**src/rtl/mrd_rdx_bfp_track_if.sv**
```systemverilog
// Bus bundle for the BFP tracker of the mixed-radix butterfly stage.
// master : stage controller / bench side (drives sop, samples, core status)
// slave  : mrd_rdx_bfp_track (drives FIFO head, margin, exponent, status)
// Signals:
//   sop, in_valid, in_idx_addr            -> stage start, side-info write
//   core_val, core_exp                    -> DFT core exponent report
//   dat_valid, dat_real, dat_imag         -> twiddled data, pops side-info
//   out_idx_addr                          <- realigned side-info (show-ahead)
//   margin_q, margin_upd                  <- burst headroom and update pulse
//   exp_q, exp_sat                        <- stage exponent, sticky saturation
//   fifo_cnt, err_ovf, err_udf            <- FIFO occupancy and sticky errors
interface mrd_rdx_bfp_track_if #(
    parameter int NCH        = 5,
    parameter int wD         = 18,
    parameter int wIDX       = 3,
    parameter int wADDR      = 8,
    parameter int FIFO_DEPTH = 64,
    parameter int MAX_MARGIN = 3,
    parameter int wEXP       = 4
);
    localparam int wIA   = NCH * (wIDX + wADDR);
    localparam int wMARG = $clog2(MAX_MARGIN + 1);
    localparam int wCNT  = $clog2(FIFO_DEPTH) + 1;

    logic                  sop;
    logic                  in_valid;
    logic [wIA-1:0]        in_idx_addr;
    logic                  core_val;
    logic [wEXP-1:0]       core_exp;
    logic                  dat_valid;
    logic [NCH*wD-1:0]     dat_real;
    logic [NCH*wD-1:0]     dat_imag;
    logic [wIA-1:0]        out_idx_addr;
    logic [wMARG-1:0]      margin_q;
    logic                  margin_upd;
    logic [wEXP-1:0]       exp_q;
    logic                  exp_sat;
    logic [wCNT-1:0]       fifo_cnt;
    logic                  err_ovf;
    logic                  err_udf;

    modport master (
        output sop, in_valid, in_idx_addr, core_val, core_exp,
               dat_valid, dat_real, dat_imag,
        input  out_idx_addr, margin_q, margin_upd, exp_q, exp_sat,
               fifo_cnt, err_ovf, err_udf
    );

    modport slave (
        input  sop, in_valid, in_idx_addr, core_val, core_exp,
               dat_valid, dat_real, dat_imag,
        output out_idx_addr, margin_q, margin_upd, exp_q, exp_sat,
               fifo_cnt, err_ovf, err_udf
    );
endinterface

```
**src/rtl/mrd_rdx_bfp_track.sv**
```systemverilog
// Block-floating-point tracker for the mixed-radix 2/3/4/5 butterfly stage.
// Keeps per-sample bank idx/addr side-info in a show-ahead FIFO while the
// samples run through the DFT core and twiddle multiplier, measures the
// headroom of each returning burst, and tracks the stage exponent.
// Ports:
//   clk  - clock
//   rst  - synchronous active-high reset (clears everything incl. error flags)
//   bus  - mrd_rdx_bfp_track_if.slave (see interface header)

// Headroom of one signed component: leading zeros of |x| below the sign
// bit, capped at MAX_MARGIN. The most negative value saturates to max.
module mrd_rdx_bfp_lane #(
    parameter int wD         = 18,
    parameter int MAX_MARGIN = 3,
    parameter int wMARG      = 2
) (
    input  logic signed [wD-1:0] x,
    output logic [wMARG-1:0]     m
);
    logic [wD-1:0] a;

    always_comb begin
        if (x == {1'b1, {(wD-1){1'b0}}})
            a = {1'b0, {(wD-1){1'b1}}};
        else if (x[wD-1])
            a = -x;
        else
            a = x;
        // a >= 2^(wD-2-i) means the first set bit is at or above wD-2-i;
        // scanning downward leaves the smallest such i.
        m = wMARG'(MAX_MARGIN);
        for (int i = MAX_MARGIN - 1; i >= 0; i--)
            if (a >= (wD'(1) << (wD - 2 - i)))
                m = wMARG'(i);
    end
endmodule

module mrd_rdx_bfp_track #(
    parameter int NCH        = 5,
    parameter int wD         = 18,
    parameter int wIDX       = 3,
    parameter int wADDR      = 8,
    parameter int FIFO_DEPTH = 64,
    parameter int MAX_MARGIN = 3,
    parameter int wEXP       = 4,
    parameter int EXP_ACCUM  = 0
) (
    input logic                 clk,
    input logic                 rst,
    mrd_rdx_bfp_track_if.slave  bus
);
    localparam int wIA   = NCH * (wIDX + wADDR);
    localparam int wMARG = $clog2(MAX_MARGIN + 1);
    localparam int wPTR  = $clog2(FIFO_DEPTH);
    localparam int wCNT  = wPTR + 1;
    localparam int NV    = 2 * NCH;

    // ---------------- side-info FIFO ----------------
    logic [wIA-1:0]  mem [FIFO_DEPTH];
    logic [wPTR-1:0] wr_ptr, rd_ptr, wr_addr;
    logic [wCNT-1:0] cnt;
    logic [wIA-1:0]  last_pop;
    logic            empty, full, do_rd, do_wr, mem_we;
    logic            err_ovf, err_udf;

    assign empty   = (cnt == '0);
    assign full    = (cnt == wCNT'(FIFO_DEPTH));
    assign do_rd   = bus.dat_valid & ~empty & ~bus.sop;
    // A read in the same cycle frees the slot, so a full FIFO still accepts.
    assign do_wr   = bus.in_valid & ~bus.sop & (~full | do_rd);
    // sop flushes first, so a coincident write lands in slot 0.
    assign mem_we  = bus.in_valid & (bus.sop | do_wr);
    assign wr_addr = bus.sop ? '0 : wr_ptr;

    always_ff @(posedge clk)
        if (mem_we)
            mem[wr_addr] <= bus.in_idx_addr;

    always_ff @(posedge clk) begin
        if (rst) begin
            wr_ptr   <= '0;
            rd_ptr   <= '0;
            cnt      <= '0;
            last_pop <= '0;
            err_ovf  <= 1'b0;
            err_udf  <= 1'b0;
        end else if (bus.sop) begin
            rd_ptr <= '0;
            wr_ptr <= wPTR'(bus.in_valid);
            cnt    <= wCNT'(bus.in_valid);
        end else begin
            if (do_wr)
                wr_ptr <= wr_ptr + 1'b1;
            if (do_rd) begin
                rd_ptr   <= rd_ptr + 1'b1;
                last_pop <= mem[rd_ptr];
            end
            cnt <= cnt + wCNT'(do_wr) - wCNT'(do_rd);
            if (bus.in_valid & ~do_wr)
                err_ovf <= 1'b1;
            if (bus.dat_valid & empty)
                err_udf <= 1'b1;
        end
    end

    // Show-ahead head; an empty FIFO keeps presenting the last popped entry.
    assign bus.out_idx_addr = empty ? last_pop : mem[rd_ptr];
    assign bus.fifo_cnt     = cnt;
    assign bus.err_ovf      = err_ovf;
    assign bus.err_udf      = err_udf;

    // ---------------- margin pipeline ----------------
    logic [wMARG-1:0] lane_m [NV];
    logic [wMARG-1:0] m_min, m1, acc, margin_q;
    logic [1:0]       vld_pipe;   // [0] = v1, [1] = v1 delayed
    logic             margin_upd;

    for (genvar g = 0; g < NCH; g++) begin : g_lane
        mrd_rdx_bfp_lane #(.wD(wD), .MAX_MARGIN(MAX_MARGIN), .wMARG(wMARG)) u_re (
            .x (bus.dat_real[g*wD +: wD]),
            .m (lane_m[2*g])
        );
        mrd_rdx_bfp_lane #(.wD(wD), .MAX_MARGIN(MAX_MARGIN), .wMARG(wMARG)) u_im (
            .x (bus.dat_imag[g*wD +: wD]),
            .m (lane_m[2*g+1])
        );
    end

    always_comb begin
        m_min = wMARG'(MAX_MARGIN);
        for (int i = 0; i < NV; i++)
            if (lane_m[i] < m_min)
                m_min = lane_m[i];
    end

    // sop drops any burst in flight, so no update is issued for it.
    always_ff @(posedge clk) begin
        if (rst || bus.sop) begin
            vld_pipe   <= '0;
            m1         <= '0;
            acc        <= '0;
            margin_q   <= '0;
            margin_upd <= 1'b0;
        end else begin
            vld_pipe   <= {vld_pipe[0], bus.dat_valid};
            m1         <= m_min;
            margin_upd <= 1'b0;
            if (vld_pipe[0] & ~vld_pipe[1])
                acc <= m1;
            else if (vld_pipe[0])
                acc <= (m1 < acc) ? m1 : acc;
            else if (vld_pipe[1]) begin
                margin_q   <= acc;
                margin_upd <= 1'b1;
            end
        end
    end

    assign bus.margin_q   = margin_q;
    assign bus.margin_upd = margin_upd;

    // ---------------- stage exponent ----------------
    logic            core_val_d, exp_sat;
    logic [wEXP-1:0] exp_q;
    logic [wEXP:0]   exp_sum;

    assign exp_sum = {1'b0, exp_q} + {1'b0, bus.core_exp};

    // core_val_d keeps tracking through sop so a held core_val is not
    // re-captured once the stage restarts.
    always_ff @(posedge clk) begin
        if (rst) begin
            core_val_d <= 1'b0;
            exp_q      <= '0;
            exp_sat    <= 1'b0;
        end else begin
            core_val_d <= bus.core_val;
            if (bus.sop) begin
                exp_q   <= '0;
                exp_sat <= 1'b0;
            end else if (bus.core_val & ~core_val_d) begin
                if (EXP_ACCUM == 0)
                    exp_q <= bus.core_exp;
                else if (exp_sum[wEXP]) begin
                    exp_q   <= '1;
                    exp_sat <= 1'b1;
                end else
                    exp_q <= exp_sum[wEXP-1:0];
            end
        end
    end

    assign bus.exp_q   = exp_q;
    assign bus.exp_sat = exp_sat;
endmodule
```
**src/flat_wrapper.sv**
```systemverilog
// flat-port wrapper written by rule: the top's interface ports become plain ports
module mrd_rdx_bfp_track_flat 
#(
    parameter int NCH        = 5,
    parameter int wD         = 18,
    parameter int wIDX       = 3,
    parameter int wADDR      = 8,
    parameter int FIFO_DEPTH = 64,
    parameter int MAX_MARGIN = 3,
    parameter int wEXP       = 4,
    parameter int EXP_ACCUM  = 0
)
  (clk, rst, bus_sop, bus_in_valid, bus_in_idx_addr, bus_core_val, bus_core_exp, bus_dat_valid, bus_dat_real, bus_dat_imag, bus_out_idx_addr, bus_margin_q, bus_margin_upd, bus_exp_q, bus_exp_sat, bus_fifo_cnt, bus_err_ovf, bus_err_udf);
  mrd_rdx_bfp_track_if #(.NCH(NCH), .wD(wD), .wIDX(wIDX), .wADDR(wADDR), .FIFO_DEPTH(FIFO_DEPTH), .MAX_MARGIN(MAX_MARGIN), .wEXP(wEXP)) bus_i ();
  input logic clk;
  input logic rst;
  input wire logic [$bits(bus_i.sop)-1:0] bus_sop;
  input wire logic [$bits(bus_i.in_valid)-1:0] bus_in_valid;
  input wire logic [$bits(bus_i.in_idx_addr)-1:0] bus_in_idx_addr;
  input wire logic [$bits(bus_i.core_val)-1:0] bus_core_val;
  input wire logic [$bits(bus_i.core_exp)-1:0] bus_core_exp;
  input wire logic [$bits(bus_i.dat_valid)-1:0] bus_dat_valid;
  input wire logic [$bits(bus_i.dat_real)-1:0] bus_dat_real;
  input wire logic [$bits(bus_i.dat_imag)-1:0] bus_dat_imag;
  output wire logic [$bits(bus_i.out_idx_addr)-1:0] bus_out_idx_addr;
  output wire logic [$bits(bus_i.margin_q)-1:0] bus_margin_q;
  output wire logic [$bits(bus_i.margin_upd)-1:0] bus_margin_upd;
  output wire logic [$bits(bus_i.exp_q)-1:0] bus_exp_q;
  output wire logic [$bits(bus_i.exp_sat)-1:0] bus_exp_sat;
  output wire logic [$bits(bus_i.fifo_cnt)-1:0] bus_fifo_cnt;
  output wire logic [$bits(bus_i.err_ovf)-1:0] bus_err_ovf;
  output wire logic [$bits(bus_i.err_udf)-1:0] bus_err_udf;
  assign bus_i.sop = bus_sop;
  assign bus_i.in_valid = bus_in_valid;
  assign bus_i.in_idx_addr = bus_in_idx_addr;
  assign bus_i.core_val = bus_core_val;
  assign bus_i.core_exp = bus_core_exp;
  assign bus_i.dat_valid = bus_dat_valid;
  assign bus_i.dat_real = bus_dat_real;
  assign bus_i.dat_imag = bus_dat_imag;
  assign bus_out_idx_addr = bus_i.out_idx_addr;
  assign bus_margin_q = bus_i.margin_q;
  assign bus_margin_upd = bus_i.margin_upd;
  assign bus_exp_q = bus_i.exp_q;
  assign bus_exp_sat = bus_i.exp_sat;
  assign bus_fifo_cnt = bus_i.fifo_cnt;
  assign bus_err_ovf = bus_i.err_ovf;
  assign bus_err_udf = bus_i.err_udf;
  mrd_rdx_bfp_track #(.NCH(NCH), .wD(wD), .wIDX(wIDX), .wADDR(wADDR), .FIFO_DEPTH(FIFO_DEPTH), .MAX_MARGIN(MAX_MARGIN), .wEXP(wEXP), .EXP_ACCUM(EXP_ACCUM)) u_core (.clk(clk), .rst(rst), .bus(bus_i));
endmodule
```
**config.mk**
```make
export PLATFORM = sky130hd
export DESIGN_NAME = mrd_rdx_bfp_track_flat
export DESIGN_NICKNAME = d
export VERILOG_FILES = /design/src/rtl/mrd_rdx_bfp_track_if.sv /design/src/rtl/mrd_rdx_bfp_track.sv /design/src/flat_wrapper.sv
export SDC_FILE = /design/constraint.sdc
export NUM_CORES = 2
export LEC_CHECK = 0
export ABC_AREA = 1
export BUFFER_PORTS_ARGS = -buffer_cell sky130_fd_sc_hd__buf_2
export CORE_ASPECT_RATIO = 1.5
export CORE_MARGIN = 4
export CORE_UTILIZATION = 30
export CTS_CLUSTER_DIAMETER = 200
export DETAILED_ROUTE_END_ITERATION = 10
export GPL_ROUTABILITY_DRIVEN = 0
export PLACE_DENSITY = 0.41
export SLEW_MARGIN = 0
export SYNTH_ARGS = -nofsm -noshare
export SYNTH_HDL_FRONTEND = slang
export SYNTH_SLANG_ARGS = --single-unit
```
**constraint.sdc**
```tcl
create_clock -name clk -period 11.99 [get_ports clk]
set_clock_uncertainty 0.05 [all_clocks]
set_input_delay 2.398 -clock clk [delete_from_list [all_inputs] [get_ports clk]]
set_output_delay 2.398 -clock clk [all_outputs]
set_load 0.03 [all_outputs]
```
After elaboration in Yosys (flattened, before gate mapping)
Memory sizes are Yosys's and may differ from the RTL's. A register that Yosys moved wholly into a read port is not among the register bits. Cells that the tools add are included.

Flip-flop bits (word level): 90. Memory bits (writable): 3520. Input bits: 245. Output and inout port bits: 72. Logic and storage cells: 186. Memories: 1.

Add/subtract/negate cells: 14. Magnitude comparators: 41. Eq/ne operators: 11. Mux-type cells: 73. Bitwise logic cells: 19. Reductions and logical operators: 12.

Memories: u_core.mem (depth 64, bits a word 55, rd ports 1, clocked after Yosys merged registers in 1, wr ports 1, line mrd_rdx_bfp_track.sv:59) `logic [wIA-1:0] mem [FIFO_DEPTH];`.

Operators by type and width (count): $mux W18 (20); $eq A18 B18 Y1 const B (10); $ge A18 B15 Y1 const B (10); $ge A18 B16 Y1 const B (10); $ge A18 B17 Y1 const B (10); $neg A18 Y18 (10); $mux W2 (33); $mux W55 (1); $lt A2 B2 Y1 (10); $mux W6 (3); $mux W1 (16); $add A6 B1 Y6 const B (2); $and A1 B1 Y1 (9); $not A1 Y1 (8); $reduce_and A2 Y1 (4); $add A7 B1 Y7 (1); $eq A7 B7 Y1 const B (1); $logic_not A7 Y1 (1); $sub A7 B1 Y7 (1); $reduce_bool A2 Y1 (3); $reduce_and A3 Y1 (1); $reduce_or A3 Y1 (1); $lt A2 B2 Y1 const B (1); $or A1 B1 Y1 (2); other kinds (2) (2).

Depth between registers and ports, before layout
Depth in word-level cells: 27. Depth in mapped cells: 29. Gate-level depth less buffers: 29.

Hierarchy
Synthesis repeated with hierarchy kept, for this count alone.

Cell total of the unflattened synthesis: 11422. Area, all modules: 144240.8 µm².

By module, submodules not included: mrd_rdx_bfp_track (instances 1, cells each 10912, area an instance 141863.6 µm², seq. area each 107623.2 µm²); mrd_rdx_bfp_lane (instances 10, cells each 51, area an instance 237.7 µm², seq. area each 0.0 µm²).

Least setup slack after synthesis
No wires, ideal clock.

Kind: input port to flip-flop. Start: in bus_sop. End: mem u_core.mem[63][0] (netlist name), enable pin. Library setup time: 0.469 ns. Arrival time: 5.712 ns. Required time: 11.471 ns. Slack: 5.759 ns. Cell stages on the path: 9. Buffers on the path: 2. Cell sequence: buf_2 nor2_1 nor4_1 inv_1 nand3_1 inv_1 nand4_1 buf_2 nor2_1.

Word-level cells in the longest chain between the ends: 8. Elaborated cells on any way between the ends: 10. Classes of those cells: 3 x mux; 7 x bitwise.

Ends and longest elaborated chain: start: declaration (line flat_wrapper.sv:17) `input wire logic [$bits(bus_i.sop)-1:0] bus_sop;`; $not A1 Y1 (*) (line mrd_rdx_bfp_track.sv:68, mrd_rdx_bfp_track.sv:70); $and A1 B1 Y1 (line mrd_rdx_bfp_track.sv:68) `assign do_rd = bus.dat_valid & ~empty & ~bus.sop;`; $or A1 B1 Y1 (line mrd_rdx_bfp_track.sv:70) `assign do_wr = bus.in_valid & ~bus.sop & (~full | do_rd);`; $and A1 B1 Y1 (*) (line mrd_rdx_bfp_track.sv:70); via u_core.do_wr (line mrd_rdx_bfp_track.sv:63) `logic empty, full, do_rd, do_wr, mem_we;`; $or A1 B1 Y1 (*) (line mrd_rdx_bfp_track.sv:72) `assign mem_we = bus.in_valid & (bus.sop | do_wr);`; $and A1 B1 Y1 (*) (line mrd_rdx_bfp_track.sv:72); $mux W1 (*) (line mrd_rdx_bfp_track.sv:76) `if (mem_we)`; $mux W1 (implied by the code) (*) (line mrd_rdx_bfp_track.sv:77) `mem[wr_addr] <= bus.in_idx_addr;`; end: declaration (line mrd_rdx_bfp_track.sv:59).

The timed path passes the listed nets; every way through them passes the cells marked *.

==> metrics.md <==
| Metric | Value |
|---|---|
| Setup Fix Bufs, Post-CTS | `0` |
| Worst rel slew slack | `9.58%` |
| DRT Pass-1 Iters | `6` |
| Yosys cell types | `42` |
| CTS Sinks | `3,616` |
| Tmin final | `8.66 ns` |
| Cells after Synth | `11,115` |
| Post-synth ARST share | `0%` |
| Period utilization | `72.2%` |
| Worst path slowest cell | `buf_4` |
| Grt total ovfl | `0` |
| Post-route ant nets | `0` |
| Synth area leader | `edfxtp_1` |
| Hold path cells | `2` |
| Num ports | `317` |
| Worst-Skew Late Latency | `0.99 ns` |
| CTS Buf Count | `367` |
| Share of cells above drive strength 1 | `10.2%` |
| Top cells by area, synth | `edfxtp_1 74%, o21ai_0 7.7%, nor2_1 6.7%` |
| Worst R2R Path Depth | `10` |
| Worst path top cell family by delay | `buffers and inverters` |
| Setup slack, reg-to-reg | `7.16 ns` |
| CP Cell Sequence | `buf_4 > buf_4 > buf_4 > o21ai_0 > o22ai_1 > o21ai_0 > o22ai_1 > o21ai_1 > o22a_1 > o21ai_1 > buf_2` |
| Worst Hold Path EP | `u_core.vld_pipe[1]` |
| Mapped Area | `143,000 µm²` |
| Global Route met2 Usage | `39.3%` |
| PD cells | `172 nW/µm²` |
| Area Overhead vs Synth | `14.3%` |
| FMAX | `116 MHz` |
| # setup viols final | `0` |
| Critical path peak fanout | `109` |
| Overall Global Routing Usage | `22.0%` |
| Wirelength per Cell | `31.3 µm` |
| FF+latch count, synth | `3,616` |
| Global-route wire length before repair | `763,000 µm` |
| Cell Rows | `310` |
| Worst path max stage delay | `0.92 ns` |
| WL final | `558,000 µm` |
| Yosys top cell area share | `73.7%` |
| Largest net degree at the start of global routing | `160` |
| Fin nets | `11,547` |
| P_leak | `52.7 nW` |
| Peak VDD IR | `0.000128 V` |
| Root Driver | `clkbuf_16` |
| Sequential share of the synthesized area | `75.1%` |
| Hold_buf cts | `0` |
| Via count | `97,111` |
| Die area | `489,000 µm²` |
| Placed Instances | `17,131` |
| Final non-filler cell total | `17,814` |
| Worst Max-Slew Pin Slew | `1.35 ns` |
| Filler cells | `46,236` |
| Crit path buffers/inverters | `4` |
| Port Buffers | `315` |
| Remaining DRCs | `0` |
| Top FF cell, synth | `edfxtp_1` |
| Vias in the first global route | `94,333` |
| EDFF count, synth | `3,520` |
| Initial core utilization | `30.1%` |
| Pins Over Slew Limit | `0` |
| Die W | `572 µm` |
| Setup Crit Path Kind | `flop to output port` |
| GR Util met1 | `27.5%` |
| Crit. End Element | `output port` |
| Syn avg cell area | `12.9 µm²` |
| Yosys Warn Count | `0` |
| H-tree depth | `5` |
| Die Y | `855 µm` |
| Mapped Nets | `11,401` |
| Final HPWL DP | `292,000 µm` |
| Initial DRC Count | `9,468` |
| Outcome | `finished, final reports clean` |
| Met3 Use GR | `2.69%` |
| Commonest cells in the netlist | `3,520 x edfxtp_1, 2,570 x nor2_1, 2,211 x o21ai_0, 1,033 x o22ai_1, 502 x clkbuf_1` |
| Core area | `476,000 µm²` |
| Reg clk slew, reported paths | `0.07 ns` |
| Total negative setup slack | `0 ns` |
| Most frequent cell after synthesis | `edfxtp_1` |
| Via/cell ratio | `5.45` |
| Critical Path RT | `9.54 ns` |
| CTS tree | `done` |
| Critical R2R Capture | `u_core.last_pop[51]` |
| Max Cap Viol | `0` |
| Critical Path AT | `6.21 ns` |
| Post-CTS Resized | `0` |
| Initial antenna violation count | `63` |
| Worst hold path class | `flop to flop` |
| Final hold viol count | `0` |
| Hold path startpoint | `u_core.vld_pipe[0]` |
| Gr busiest metal | `met2` |
| Most frequent CP cell | `buf_4` |
| Clk buf depth | `4` |
| Critical path launch point type | `flop` |
| RSZ-0062 raised after global routing | `false` |
## worst max-delay path by stage
stage            start  depth (start not counted)  slack (ns)                  end
4_1_cts           flop                         11        3.13  bus_out_idx_addr[0]
2_1_floorplan  bus_sop                          9        5.76    u_core.mem[63][0]
5_1_grt           flop                         11        2.93  bus_out_idx_addr[0]
3_3_place_gp      flop                         11        4.19  bus_out_idx_addr[0]
6_report          flop                         11        3.33  bus_out_idx_addr[0]
3_5_place_dp      flop                         11        4.21  bus_out_idx_addr[0]
## through the flow
step | total power, mW | utilization, % | hold WS (ns) | setup WS (ns) | instance area [µm²]
global route | 29.2 | 34.5 | 0.440 | 2.93 | 164000
floorplan | 15.8 | - | 0.387 | 5.76 | 143000
finish | 28.2 | 34.5 | 0.418 | 3.33 | 164000
detailed placement | 17.0 | 32.0 | 0.411 | 4.21 | 152000
global placement | 17.0 | 32.0 | 0.402 | 4.19 | 152000
CTS | 28.5 | 34.5 | 0.418 | 3.13 | 164000
## worst min-delay path: stages (launching register included)
cell and delay [ns]:
dfxtp_1 0.29, inv_1 0.08, nor2_1 0.05
## state kept, by name (all words and copies together), names as in the netlist, 4 cells and up, named ones only
name / count
u_core.mem: 3520
u_core.last_pop: 55
u_core.bus.exp_q: 4
u_core.rd_ptr: 6
u_core.wr_ptr: 6
u_core.bus.fifo_cnt: 7
## routing by layer
layer | part of all wire, % | wire length (µm)
met1 | 40 | 225000
met2 | 51 | 284000
met3 | 5.1 | 28600
met4 | 3.6 | 20400
met5 | 0.011 | 64
## power breakdown
| part | leakage (nW) | internal (mW) | switching, mW | total, mW |
|---|---|---|---|---|
| registers | 32.5 | 13.9 | 0.0446 | 14.0 |
| logic | 14.5 | 0.673 | 2.04 | 2.71 |
| clock network | 5.77 | 6.48 | 5.03 | 11.5 |
| total | 52.7 | 21.1 | 7.12 | 28.2 |
## area by class of cell
| cell class | count | area, µm² | area share (%) |
|---|---|---|---|
| multi-input combinational | 6562 | 32100 | 19.6 |
| clock buffer | 451 | 9700 | 5.92 |
| inverter | 137 | 568 | 0.347 |
| clock inverter | 216 | 2060 | 1.26 |
| sequential | 3616 | 108000 | 65.7 |
| antenna | 15 | 37.5 | 0.0229 |
| tap | 6240 | 7810 | 4.76 |
| timing repair buffer | 577 | 3990 | 2.44 |
## cells in the final DEF, fill, tap and decap left out, drive strengths merged, types with 4 or more instances in the layout
master and n:
a21oi 94, xnor2 5, o32a 10, and2 4, dfxtp 96, diode 15, or2 4, o22a 38
nand2 209, inv 150, clkinv 162, ha 40, nand3 29, nand4 16, nor4 18, bufinv 34
a31oi 10, o32ai 58, o21ai 2370, a41oi 4, clkinvlp 7, xor2 7, nor3 20, o221ai 10
o22ai 1033, clkbuf 451, buf 577, edfxtp 3520, nor2 2570
## cells by family after synthesis
logic type | share of synthesized area, %
xor gates and xnor gates | 0.0733
other | 0.00262
adders and majority gates | 0.363
AOI/OAI and AO/OA | 14.0
and+or+nand+nor | 7.64
DFF | 75.1
buffers and inverters | 2.88
No activity file was read; power rests on OpenSTA's default activity.
